## src/rtl/mult_datapath.sv

```systemverilog
// Datapath for the 8-bit signed add-shift multiplier: sign bit X, accumulator A, multiplier B
// and a 9-bit adder/subtractor, driven by per-cycle strobes from the control FSM.
module mult_datapath (
    input  logic       clk,
    input  logic       reset,
    input  logic       clear_a,
    input  logic       load_b,
    input  logic       add_en,
    input  logic       sub_en,
    input  logic       shift_en,
    input  logic [7:0] sw,
    input  logic [7:0] s_in,
    output logic       b_lsb,
    output logic       x_out,
    output logic [7:0] a_out,
    output logic [7:0] b_out
);

    logic       x_q, x_d;
    logic [7:0] a_q, a_d;
    logic [7:0] b_q, b_d;
    logic [8:0] sum;

    // add_en outranks sub_en, so subtract only when add_en is low
    always_comb begin
        if (sub_en && !add_en) begin
            sum = {a_q[7], a_q} + ~{s_in[7], s_in} + 9'd1;
        end else begin
            sum = {a_q[7], a_q} + {s_in[7], s_in};
        end
    end

    always_comb begin
        x_d = x_q;
        a_d = a_q;
        b_d = b_q;
        if (clear_a) begin
            x_d = 1'b0;
            a_d = 8'h00;
            if (load_b) begin
                b_d = sw;
            end
        end else if (load_b) begin
            b_d = sw;
        end else if (add_en || sub_en) begin
            {x_d, a_d} = sum;
        end else if (shift_en) begin
            a_d = {x_q, a_q[7:1]};
            b_d = {a_q[0], b_q[7:1]};
        end
    end

    always_ff @(posedge clk) begin
        if (reset) begin
            x_q <= 1'b0;
            a_q <= 8'h00;
            b_q <= 8'h00;
        end else begin
            x_q <= x_d;
            a_q <= a_d;
            b_q <= b_d;
        end
    end

    assign x_out = x_q;
    assign a_out = a_q;
    assign b_out = b_q;
    assign b_lsb = b_q[0];

endmodule

```

## config.mk

```make
export PLATFORM = sky130hd
export DESIGN_NAME = mult_datapath
export DESIGN_NICKNAME = d
export VERILOG_FILES = /design/src/rtl/mult_datapath.sv
export SDC_FILE = /design/constraint.sdc
export NUM_CORES = 1
export LEC_CHECK = 0
export CORE_MARGIN = 2
export CORE_UTILIZATION = 49
export CTS_CLUSTER_SIZE = 40
export DETAILED_ROUTE_END_ITERATION = 10
export PLACE_DENSITY = 0.8
export SLEW_MARGIN = 0
export SYNTH_ARGS = -nofsm -noshare
export SYNTH_HDL_FRONTEND = slang
export SYNTH_SLANG_ARGS = --single-unit
```

## constraint.sdc

```tcl
create_clock -name clk -period 2.95 [get_ports clk]
set_input_delay 0.7375 -clock clk [delete_from_list [all_inputs] [get_ports clk]]
set_output_delay 0.7375 -clock clk [all_outputs]
set_load 0.005 [all_outputs]
```

After elaboration in Yosys (flattened, before gate mapping) --
Cells that the tools add are included.
Cells by class: $add $sub $neg 3, bitwise operators 2, muxes and demuxes 8, equal/unequal tests 2, reduce and logical (&&, ||, !) cells 9
Operators by type and width (number):
- $mux 8 | 7
- $add 8x8->9 | 1
- $add 9x1->9 const B | 1
- $add 9x9->9 | 1
- $mux 9 | 1
- $not 9->9 | 1
- $reduce_and 2->1 | 2
- $reduce_bool 2->1 | 2
- $reduce_and 3->1 | 1
- $ne 2x1->1 const B | 1
- $ne 2x2->1 const B | 1
- $reduce_or 2->1 | 1
- $logic_and 1x1->1 | 1
- $logic_not 1->1 | 1
- $logic_or 1x1->1 | 1
- $not 1->1 | 1
Word-level totals: output and inout bits 18, bits of input ports 23, register bits 17

Logic depth before layout (Yosys ltp) --
depth in word-level cells 5, mapped depth 9, mapped depth without buffers 9

Worst setup path before layout --
OpenSTA, ideal clock, no wires.
kind input-to-reg, start input s_in[4], end register a_q[7], in the netlist a_out[7], path buffers 1, arrival 2323 ps, path slack 542 ps, setup time 86 ps, stages on the path 8, path through inv_1 ha_1 buf_6 or3_4 o221a_4 a221oi_2 xor2_1 a211oi_1
Between the ends: cells in the longest elaborated chain, start to end 5, elaborated cells on any way between the ends 6, those cells by class add/sub: 3; mux: 2; bitwise: 1
Ends and longest elaborated chain:
- start: declaration | RTL line 12 | input logic [7:0] s_in,
- $not 9->9 | RTL line 27 | sum = {a_q[7], a_q} + ~{s_in[7], s_in} + 9'd1;
- $add 9x9->9 | RTL line 27
- $add 9x1->9 | RTL line 27
- $mux 9 * | RTL line 26 | if (sub_en && !add_en) begin
- $mux 8 * | RTL line 45 | end else if (add_en || sub_en) begin
- end signal: assignment | RTL line 56 | a_q <= 8'h00;
- end signal: assignment | RTL line 60 | a_q <= a_d;
- end: declaration | RTL line 20 | logic [7:0] a_q, a_d;
Mark *: on every way between the ends. The rest lies on a longest branch, timed or not. A chain may end at the register's enable or synchronous reset.

Final worst setup path --
start input s_in[0], end register a_q[6], in the netlist a_out[6]
Same word-level chain as after synthesis.

==> out/metrics.cfg <==
[sta]
tns_ps=0
hold_viol=0
rsz0062_at_grt=no
worstMarginPinSlew_ps=485
period_needed_ps=2710
min_period_over_period_pct=91.7
max_freq_ghz=0.370
setup_viol=0
relSlewSlack_pct=67.6
slew_violations=0
skew_ps=13.4

[power]
ir_drop_v=0.000154
p_int_w=0.000422
p_sw_w=0.000203
finalPower_w=0.000625
cellLeakagePower_nw=0.831
pwr-share-comb_pct=38.4
powerDensity_nw_per_um2=300
seqPwrFrac_pct=41.3
switching_share_pct=32.5
p_clk_share_pct=20.3

[yosys]
yosysSeqAreaShare_pct=21.7
ys_top_cells_by_area=dfxtp_1 22%, ha_1 14%, a311oi_1 5.0%
synth-seq-cells=17
yosysTopAreaCellShare_pct=21.7
netlist_area_sq_um=1570
avgSynthCellArea_sq_um=7.93
synthFlopType=dfxtp_1
syn_inst=198
syn-num-nets=240
postSynth.asyncResetShare_pct=0
synth_largest_area_cell=dfxtp_1
synth_edf_count=0
ys_warn_count=0
yosysUniqueCellTypes=46

[setup_path]
end_kind=flop
r2r_end=x_out$_SDFFE_PP0P_
critical_path_class=primary input to flop
ff2ff_path_depth=7
cp_max_fo=3
crit_required_ps=3150
cp.arrival_ps=2900
rrSetupSlack_ps=730
startpoint_type=primary input
r2r_start=a_out[0]$_SDFFE_PP0P_

[global_route]
grt_use_total_pct=23.1
grt_max_degree=17
grt_pass1_vias=1465
grt_pass1_wl_mm=6.56
antenna_found_initial=0
grt_overflow=0

[clocking]
cts.clk_slew.worst_paths_ps=110
cts_hold_buf=0
cts.sinks=17
cts_tree=built
htreeDepth=1
cts-resized-gates=0
cts_buffers=3
clk_path_buf_depth=2
clk_latency_ps=300
root_buffer=clkbuf_4
post_cts_buffers=0

[placed_design]
port-buffer-count=40
dp.final_hpwl_mm=3.06
placedCellCount=283
gp_congestion=0.989

[drt]
drc=0
drtAntennaViolNets=0
avgRoutedWirePerCell_microns=13.3
routed_wl_mm=3.83
vias=1589
drtIter0Drc=70
drt_first_pass_iters=4
viasPerCell=5.54

[floorplanning]
rows=20
core-area_sq_um=3050
die-area_sq_um=3670
initial_core_util_pct=51.4
io_pins=41
dieHeight_microns=60.6
die_width_microns=60.6

[min_path]
worstHoldEndpoint=b_out[4]$_SDFFE_PP0P_
worstHoldPathCells=2
worstHoldStart=b_out[5]$_SDFFE_PP0P_
hp-class=flop to flop

[finish]
final_cell_count_no_fill=287
layout_commonest_cell=clkdlybuf4s50_1
diodes=0
most-common-layout-cells=40 x clkdlybuf4s50_1, 19 x nand2_1, 17 x nor2_1, 17 x ha_1, 17 x dfxtp_1
areaGrowthSynthToFinish_pct=32.7
fillers=273
drive_gt1_share_pct=11.5
finalNetCount=286

[run_status]
status=completed

[job]
cap_violations=0

-- power by group through the flow --
stage | Combinational, W | Sequential, W | Clock (W)
6_report | 0.000240 | 0.000258 | 0.000127
5_1_grt | 0.000266 | 0.000261 | 0.000139
4_1_cts | 0.000240 | 0.000258 | 0.000129
3_5_place_dp | 0.000239 | 0.000263 | 0
3_3_place_gp | 0.000235 | 0.000263 | 0
2_1_floorplan | 0.000140 | 0.000262 | 0
-- final cells by class --
cell class / count / area (sq um) / area share, %
inverter: 15 / 56.3 / 2.70
clock buffer: 3 / 22.5 / 1.08
timing repair buffer: 54 / 505 / 24.2
multi-input combinational: 153 / 1100 / 52.8
tap: 44 / 55.1 / 2.64
sequential: 17 / 340 / 16.3
clock inverter: 1 / 5.00 / 0.240
-- worst max path at each step --
stage | start | to | slack [ps]
5_1_grt | s_in[2] | a_out[6]$_SDFFE_PP0P_ | 100
3_3_place_gp | s_in[0] | a_out[6]$_SDFFE_PP0P_ | 0.2
6_report | s_in[0] | a_out[6]$_SDFFE_PP0P_ | 240
3_5_place_dp | s_in[0] | x_out$_SDFFE_PP0P_ | -30
4_1_cts | s_in[0] | a_out[6]$_SDFFE_PP0P_ | 280
2_1_floorplan | s_in[4] | a_out[7]$_SDFFE_PP0P_ | 540
-- cells in the mapped netlist (2+ instances only) --
| master | count |
|---|---|
| nand2_1 | 19 |
| or2_2 | 2 |
| dfxtp_1 | 17 |
| fa_1 | 2 |
| clkbuf_1 | 7 |
| inv_1 | 15 |
| a211oi_1 | 6 |
| a311oi_1 | 9 |
| nand3b_1 | 2 |
| buf_6 | 2 |
| a21oi_1 | 15 |
| nor3_1 | 3 |
| nor2_1 | 17 |
| o32ai_1 | 3 |
| o31ai_1 | 2 |
| xor2_1 | 3 |
| buf_2 | 2 |
| buf_4 | 2 |
| xnor2_1 | 6 |
| o21ai_0 | 15 |
| a21o_1 | 2 |
| o211ai_1 | 2 |
| nand2b_1 | 5 |
| ha_1 | 17 |
| mux2i_1 | 2 |
-- critical path: stages --
cell             delay, ps
clkdlybuf4s50_1        420
buf_4                  150
ha_1                   200
fa_1                   380
nand2b_1               210
a21oi_1                170
a211oi_1                90
xnor2_1                170
o21ai_0                 90
a221oi_1               280
-- routing by layer --
metal,global-route usage [%],up-vias,wire (microns)
met4,2.80,0,11
met5,0,-,0
met3,3.84,2,197
met1,31.8,736,1770
met2,39.3,46,1850
li1,-,805,-
-- cells by family (layout without fill, tap and decap cells) --
family | Yosys count | count (layout) | share of synthesized area (%)
muxes | 2 | 2 | 1.27
and+or+nand+nor | 55 | 55 | 17.0
AOI/OAI and AO/OA | 68 | 68 | 30.7
xor gates and xnor gates | 9 | 9 | 5.02
buffers and inverters | 28 | 73 | 8.29
DFF | 17 | 17 | 21.7
adders and majority gates | 19 | 19 | 16.1
-- flip-flops by register name (all words and copies together), names as in the netlist --
name,flops
x_out,1
b_out,8
a_out,8
-- metrics by stage --
step | setup slack [ps] | hold slack (ps) | area [sq um] | util (%)
after CTS | 275 | 485 | 2080 | 68.3
after detailed placement | -29.6 | 489 | 2060 | 67.4
after floorplan | 542 | 484 | 1570 | -
final | 245 | 481 | 2080 | 68.3
after global placement | 0.205 | 483 | 2060 | 67.4
after global routing | 103 | 513 | 2080 | 68.3
(Power assumes the default switching activity.)
